===== src/rtl/uart_pkg.sv =====
// Shared UART definitions: receiver state encoding and frame geometry.
package uart_pkg;

    // Number of data bits carried by one 8N1 frame.
    localparam int unsigned DATA_BITS = 8;

    // Width of the receiver state encoding.
    localparam int unsigned STATE_W = 4;

    // Receiver states. The data states are contiguous so the next data state is state + 1.
    typedef enum logic [STATE_W-1:0] {
        IDLE  = 4'd0,
        START = 4'd1,
        BIT_0 = 4'd2,
        BIT_1 = 4'd3,
        BIT_2 = 4'd4,
        BIT_3 = 4'd5,
        BIT_4 = 4'd6,
        BIT_5 = 4'd7,
        BIT_6 = 4'd8,
        BIT_7 = 4'd9,
        STOP  = 4'd10,
        BREAK = 4'd11
    } rx_state_t;

    // Successor of a data-bit state. BIT_7 is followed by STOP.
    function automatic rx_state_t next_data_state(input rx_state_t s);
        rx_state_t n;
        if (s == BIT_7) begin
            n = STOP;
        end else begin
            n = rx_state_t'(STATE_W'(s) + STATE_W'(1));
        end
        return n;
    endfunction

endpackage


===== src/rtl/uart_sync.sv =====
// Two-flop synchronizer for an asynchronous single-bit input, with a selectable reset value.
module uart_sync #(
    parameter logic RST_VAL = 1'b1
) (
    input  logic i_clk,
    input  logic i_rstn,
    input  logic i_async,
    output logic o_sync
);

    logic meta;

    // Two back-to-back flops; the first may go metastable, the second resolves it.
    always_ff @(posedge i_clk or negedge i_rstn) begin
        if (!i_rstn) begin
            meta   <= RST_VAL;
            o_sync <= RST_VAL;
        end else begin
            meta   <= i_async;
            o_sync <= meta;
        end
    end

endmodule


===== src/rtl/ref_uart_rx.sv =====
// Reference 8N1 UART receiver: mid-bit sampling, glitch-start rejection, framing-error flag.
module ref_uart_rx
    import uart_pkg::*;
#(
    parameter logic [23:0] CLKS_PER_BAUD = 24'd868
) (
    input  logic                 i_clk,
    input  logic                 i_rstn,
    input  logic                 i_uart_rx,
    output logic [DATA_BITS-1:0] o_data,
    output logic                 o_valid,
    output logic                 o_frame_err,
    output logic                 o_busy
);

    localparam int unsigned CNT_W = $clog2(CLKS_PER_BAUD) + 1;

    // Half a bit lands the first sample in the middle of the start bit.
    localparam logic [CNT_W-1:0] HALF_LOAD = CNT_W'(CLKS_PER_BAUD / 24'd2 - 24'd1);
    // Full bit period between successive mid-bit samples.
    localparam logic [CNT_W-1:0] FULL_LOAD = CNT_W'(CLKS_PER_BAUD - 24'd1);

    logic                 rx_s;
    rx_state_t            state;
    logic [CNT_W-1:0]     cnt;
    logic [DATA_BITS-1:0] shift;
    logic                 tick;

    uart_sync #(
        .RST_VAL (1'b1)
    ) u_sync (
        .i_clk   (i_clk),
        .i_rstn  (i_rstn),
        .i_async (i_uart_rx),
        .o_sync  (rx_s)
    );

    // Sample point reached; only acted on outside IDLE.
    assign tick = (cnt == '0);

    // Receiver FSM with baud down-counter, shift register and registered outputs.
    always_ff @(posedge i_clk or negedge i_rstn) begin
        if (!i_rstn) begin
            state       <= IDLE;
            cnt         <= '0;
            shift       <= '0;
            o_data      <= '0;
            o_valid     <= 1'b0;
            o_frame_err <= 1'b0;
            o_busy      <= 1'b0;
        end else begin
            o_valid     <= 1'b0;
            o_frame_err <= 1'b0;

            if ((state != IDLE) && !tick) begin
                cnt <= cnt - CNT_W'(1);
            end

            case (state)
                IDLE: begin
                    if (!rx_s) begin
                        cnt    <= HALF_LOAD;
                        o_busy <= 1'b1;
                        state  <= START;
                    end
                end

                START: begin
                    if (tick) begin
                        if (rx_s) begin
                            // Line went back high before mid-start: treat as a glitch.
                            o_busy <= 1'b0;
                            state  <= IDLE;
                        end else begin
                            cnt   <= FULL_LOAD;
                            state <= BIT_0;
                        end
                    end
                end

                BIT_0, BIT_1, BIT_2, BIT_3, BIT_4, BIT_5, BIT_6, BIT_7: begin
                    if (tick) begin
                        shift <= {rx_s, shift[DATA_BITS-1:1]};
                        cnt   <= FULL_LOAD;
                        state <= next_data_state(state);
                    end
                end

                STOP: begin
                    if (tick) begin
                        if (rx_s) begin
                            // Return to IDLE mid-stop so a following start edge is not missed.
                            o_data  <= shift;
                            o_valid <= 1'b1;
                            o_busy  <= 1'b0;
                            state   <= IDLE;
                        end else begin
                            o_frame_err <= 1'b1;
                            state       <= BREAK;
                        end
                    end
                end

                BREAK: begin
                    // Hold off until the line recovers so a break is not read as 0x00 bytes.
                    if (rx_s) begin
                        o_busy <= 1'b0;
                        state  <= IDLE;
                    end
                end

                default: begin
                    o_busy <= 1'b0;
                    state  <= IDLE;
                end
            endcase
        end
    end

endmodule


===== config.mk =====
export PLATFORM = sky130hd
export DESIGN_NAME = ref_uart_rx
export DESIGN_NICKNAME = d
export VERILOG_FILES = /design/src/rtl/uart_pkg.sv /design/src/rtl/uart_sync.sv /design/src/rtl/ref_uart_rx.sv
export SDC_FILE = /design/constraint.sdc
export NUM_CORES = 1
export LEC_CHECK = 0
export CAP_MARGIN = 20
export CORE_UTILIZATION = 31
export DETAILED_ROUTE_END_ITERATION = 10
export SYNTH_ARGS = -nofsm -noshare
export SYNTH_HDL_FRONTEND = slang
export SYNTH_SLANG_ARGS = --single-unit

===== constraint.sdc =====
create_clock -name i_clk -period 2.78 [get_ports i_clk]
set_input_delay 0.278 -clock i_clk [delete_from_list [all_inputs] [get_ports i_clk]]
set_output_delay 0.278 -clock i_clk [all_outputs]
set_load 0.01 [all_outputs]

; ---- Word level (Yosys, flattened, before mapping)
; Cells that the tools add are included.
[op_classes]
addsub = 2
n_eq_ne = 17
n_mux = 25
n_bitwise = 1
reduce_logical = 11
[op_table]
columns = cell, n
row1 = 11-bit 2-to-1 mux, 5
row2 = 11-bit case mux with 3 select lines, 1
row3 = 4-bit 2-to-1 mux, 7
row4 = 4-bit case mux with 5 select lines, 1
row5 = 4-bit by 3-bit == test with 1-bit output (second input constant), 4
row6 = 4-bit == test (second input constant), 4
row7 = 11-bit zero test, 1
row8 = 11-bit by 1-bit subtractor with 11-bit output (second input constant), 1
row9 = 1-bit 2-to-1 mux, 9
row10 = 4-bit by 2-bit == test with 1-bit output (second input constant), 2
row11 = 2-bit != test (second input constant), 4
row12 = 8-bit OR reduction, 1
row13 = 3-bit AND reduction, 2
row14 = 5-bit AND reduction, 1
row15 = 4-bit by 1-bit adder with 4-bit output (second input constant), 1
row16 = 4-bit by 1-bit == test with 1-bit output (second input constant), 1
row17 = 4-bit zero test, 1
row18 = 2-bit by 1-bit != test with 1-bit output (second input constant), 2
row19 = 1-bit case mux with 4 select lines, 1
row20 = 4-bit nonzero test, 1
row21 = 2-bit 2-to-1 mux, 1
row22 = 2-bit AND reduction, 1
row23 = 2-bit OR reduction, 1
row24 = 1-bit logical AND, 1
row25 = 2 further kinds, 2
[totals]
register_bits = 36
out_inout_bits = 11

; ---- Logic depth before layout (Yosys ltp)
[depth]
ltp_word = 7
ltp_mapped = 8
ltp_nobuf = 7

; ---- Modules after synthesis
; Synthesis repeated with hierarchy kept, for this count alone.
[unflattened]
hier_cells = 178
hier_area_um2 = 1921.8
[by_module_without_submodules]
columns = module, n_inst, cells_each, area_per_inst_um2, seq_area_each_um2
row1 = ref_uart_rx, 1, 176, 1869.3, 850.8
row2 = uart_sync, 1, 2, 52.6, 52.6

; ---- Worst setup path after synthesis
; No wires, ideal clock.
[synth_path]
path_kind = register to register
from = reg cnt[0]
to = reg o_data[0]
setup_ns = 0.125
arrival_time_ns = 1.833
t_required_ns = 2.655
slack_ns = 0.822
path_stages_with_launch = 8
period_less_slack_ns = 1.958
cell_sequence = dfrtp_1 > inv_1 > ha_1 > nor4b_4 > and3_1 > and4_4 > buf_12 > mux2_4
[synth_via]
elab_chain_len = 2
[synth_rtl]
columns = item, line
row1 = "start, declared", ref_uart_rx.sv:25  ; logic [CNT_W-1:0] cnt;
row2 = "start signal, assigned", ref_uart_rx.sv:56  ; cnt <= cnt - CNT_W'(1);
row3 = 11-bit zero test, ref_uart_rx.sv:39  ; assign tick = (cnt == '0);
row4 = 3-bit AND reduction (no source line), --
row5 = "end signal, assigned", ref_uart_rx.sv:93  ; o_data <= shift;
row6 = "end, declared", ref_uart_rx.sv:10  ; output logic [DATA_BITS-1:0] o_data,
; Every way passes these cells.
; A chain may end at the register's enable or synchronous reset.

; ---- Final worst setup path
[layout_path]
from = reg state[0]
to = reg cnt[6]
[layout_via]
elab_chain_len = 6
word_cells_on_any_way = 19
[layout_rtl]
columns = item, line
row1 = "start, declared", ref_uart_rx.sv:24  ; rx_state_t state;
row2 = "start signal, assigned", ref_uart_rx.sv:85  ; state <= next_data_state(state);
row3 = 4-bit nonzero test, ref_uart_rx.sv:55  ; if ((state != IDLE) && !tick) begin
row4 = 1-bit logical AND, ref_uart_rx.sv:55
row5 = 11-bit 2-to-1 mux, ref_uart_rx.sv:55
row6 = 11-bit 2-to-1 mux, ref_uart_rx.sv:70  ; if (rx_s) begin
row7 = 11-bit 2-to-1 mux, ref_uart_rx.sv:69  ; if (tick) begin
row8 = 11-bit case mux with 3 select lines (*), ref_uart_rx.sv:59  ; case (state)
; Mark *: on every way between the ends. The rest lies on a longest branch, timed or not.

==> impl_metrics.csv <==
group,metric,value,unit
synthesis,syn_area,1902,um2
sta,hold_viol,0,
sta,max_freq,442.2,MHz
detailed_routing,drt-vias-per-instance,4.996,
die,core_area,5921,um2
cts,clockBufferDepth,2,
grt,grt_pass1_vias,1236,
power,powerDensity,457.0,nW/um2
die,initial_core_util,32.12,%
detailed_routing,vias,1264,
run,maxCapViolCount,0,
place,routabilityCongestion,0.8285,
final_layout,regArea,903.4,um2
place,hpwl,2381,um
power,p_sw,0.0002065,W
place,io_buffers,13,
die,die_h,80.33,um
detailed_routing,drt-initial-drc-count,147,
sta,slew_headroom,46.69,%
detailed_routing,ant_nets,0,
final_layout,fillers,587,
setup_path,worstPathArrival,2.39,ns
detailed_routing,routed_wl,3438,um
final_layout,diodes,0,
setup_path,cp_num_buf_inv,1,
setup_path,worstSetupStartpointType,"register",
hold_path,hold_path_class,"input pin to asynchronous set/reset pin",
synthesis,synth_nets,172,
setup_path,setup.worst_path.end_class,"register",
place,dp_slack,0.5366,ns
grt,antenna_found_initial,0,
cts,h-tree-depth,2,
synthesis,synth.avg_cell_area,11.67,um2
synthesis,synth_cell_type_count,46,
detailed_routing,drt-wirelength-per-cell,13.59,um
cts,cts_sinks,36,
power,power.leakage,0.9234,nW
cts,cts_tree,"done",
sta,hold_slack,0.06367,ns
die,boundaryPins,14,
power,clkPwrFrac,45.7,%
place,dp.cells,245,
sta,setup_slack,0.5187,ns
final_layout,syn_to_final_growth,15.13,%
synthesis,netlist_instances,163,
cts,numCtsBuffers,5,
cts,cts.repair.resized,0,
sta,setup_viol,0,
grt,grt_usage,11.68,%
setup_path,cp_top_family,"simple AND/OR/NAND/NOR gates",
sta,post-route-period-util,81.34,%
setup_path,critPathKind,"register to register",
status,run_status,"completed",
detailed_routing,drc_errors,0,
final_layout,layout.cells.non_filler,253,
setup_path,cp_max_fo,9,
detailed_routing,dr.pass1.iters,4,
final_layout,nNetsFinal,186,
cts,holdBufCountCts,0,
die,die_w,80.33,um
setup_path,path_cells,"inv_1, ha_1, or3b_1, nand3_1, a2111oi_2, xnor2_1, o21ai_0",
final_layout,multiInputGateArea,940.9,um2
synthesis,yosysSeqAreaShare,47.50,%
sta,period_minus_slack,2.261,ns
synthesis,yosys_warnings,0,
final_layout,drive_above_1_share,23.03,%
grt,overflow,0,
cts,insertion_delay,0.29,ns
die,std_cell_rows,28,
die,fp.dieArea,6452,um2
sta,finalMaxSlewViolations,0,
setup_path,slowest_stage,"dfrtp_1",
cts,clock-root-buffer,"clkbuf_8",
power,combinationalPowerShare,1.4,%
cts,post_cts_buffers,0,
power,p_int,0.0007942,W
sta,setup_tns,0,ns
synthesis,ys_ff_latch,36,
cts,clk_pin_slew,0.07,ns
sta,rsz0062_at_grt,"false",
sta,finClkSkew,0.006946,ns
sta,tightest_slew,0.7997,ns
power,sw_frac_of_total,20.64,%
grt,grt_pass1_wl,5775,um
setup_path,cp_slowest_stage_delay,0.43,ns
power,power_frac_seq,52.9,%
grt,grt_start_max_net_pins,37,
power,ir_drop,249.2,uV
setup_path,cp.required,2.91,ns
-- path summary, 6_finish.rpt --
path	from	endpoint	slack, ns	cells after the start
worst max register to register	state[0]	cnt[6]	0.52	7
max in group asynchronous	i_rstn	cnt[9]	2.20	1
worst min-delay path	i_rstn	cnt[7]	0.06	1
worst max-delay path	state[0]	cnt[6]	0.52	7
worst min register to register	u_sync.meta	u_sync.o_sync	0.36	0
min in group i_clk	u_sync.meta	u_sync.o_sync	0.36	0
-- cell usage after synthesis (all sizes together) --
| library cell | number | share of area (%) |
|---|---|---|
| dfrtp | 34 | 45 |
| mux2 | 18 | 12 |
| nand2 | 12 | 2.5 |
| nor2 | 12 | 2.4 |
| o21ai | 9 | 2.4 |
| a21oi | 7 | 1.8 |
| nor3 | 7 | 2.1 |
| ha | 6 | 3.9 |
| xnor2 | 6 | 2.8 |
| nor4 | 5 | 3.6 |
| buf | 4 | 1.8 |
| inv | 4 | 0.79 |
| and3 | 3 | 0.99 |
| mux2i | 3 | 1.6 |
| nand3 | 3 | 0.79 |
| a2111oi | 2 | 1.2 |
| clkbuf | 2 | 0.39 |
| dfstp | 2 | 2.8 |
| nand3b | 2 | 0.79 |
| nor2b | 2 | 0.66 |
| nor3b | 2 | 0.79 |
| o21a | 2 | 0.79 |
| or4 | 2 | 0.99 |
| a211o | 1 | 0.53 |
| a22o | 1 | 0.46 |
| a22oi | 1 | 0.39 |
| a31oi | 1 | 0.66 |
| and2 | 1 | 0.33 |
| and4 | 1 | 0.59 |
| nor4b | 1 | 1.2 |
| o211ai | 1 | 0.39 |
| o221ai | 1 | 0.46 |
| o22a | 1 | 0.46 |
| o31ai | 1 | 0.39 |
| o41ai | 1 | 0.46 |
| or2 | 1 | 0.33 |
| or3b | 1 | 0.46 |
-- kinds of logic (layout without fill, tap and decap cells) --
logic type               count (synthesis)  count (layout)  synth area share [%]
XOR/XNOR                                 6               6                 2.763
multiplexers                            21              21                 13.82
buffers and inverters                   10              25                 3.026
AO/OA/AOI/OAI                           29              29                 10.46
flip-flops                              36              36                 47.50
adder cells (fa/ha/maj)                  6               6                 3.947
AND/OR/NAND/NOR                         55              55                 18.49
-- cell type report --
cell class / count / area share (%)
clock buffers: 5 / 3.143
clock inverters: 3 / 1.943
inverters: 4 / 0.6857
multi-input cells: 117 / 42.97
flip-flops and latches: 36 / 41.26
well taps: 75 / 4.286
repair buffers: 13 / 5.714
-- registers in the layout (all words and copies together), names as in the netlist --
name,count
cnt,11
o_busy,1
o_data,8
o_frame_err,1
o_valid,1
shift,8
state,4
u_sync.meta,1
u_sync.o_sync,1
-- power by group through the flow --
stage | Sequential (W) | Combinational, W | Clock [W]
2_1_floorplan | 0.000537 | 0.00000333 | 0
3_3_place_gp | 0.000540 | 0.0000150 | 0
3_5_place_dp | 0.000540 | 0.0000153 | 0
4_1_cts | 0.000529 | 0.0000152 | 0.000475
5_1_grt | 0.000530 | 0.0000164 | 0.000493
6_report | 0.000530 | 0.0000137 | 0.000457
-- metrics by stage --
stage / util (%) / instance area, um2 / total power (W)
floorplan: - / 1902 / 0.0005405
global route: 36.98 / 2190 / 0.001039
detailed placement: 35.10 / 2078 / 0.0005549
finish: 36.98 / 2190 / 0.001001
CTS: 36.98 / 2190 / 0.001020
global placement: 35.10 / 2078 / 0.0005549
-- placed cells by master, fill, tap and decap left out, drive strengths merged, types with 2 or more instances in the layout --
cell           instances
and3                   3
a21oi                  7
mux2                  18
nor2                  12
nor2b                  2
nand2                 12
ha                     6
or4                    2
o21a                   2
a2111oi                2
dfstp                  2
o21ai                  9
inv                    4
nor3b                  2
nor3                   7
dfrtp                 34
nand3b                 2
clkdlybuf4s50         12
nor4                   5
xnor2                  6
mux2i                  3
nand3                  3
clkbuf                 5
-- per-layer routing --
metal	GRT usage, %	part of all wire, %	vias to the layer above
li1	-	-	617
met1	14.68	48	619
met2	19.40	48	20
met3	2.727	2.6	8
met4	4.286	1.7	0
met5	0	0	-
(Power assumes the default switching activity.)
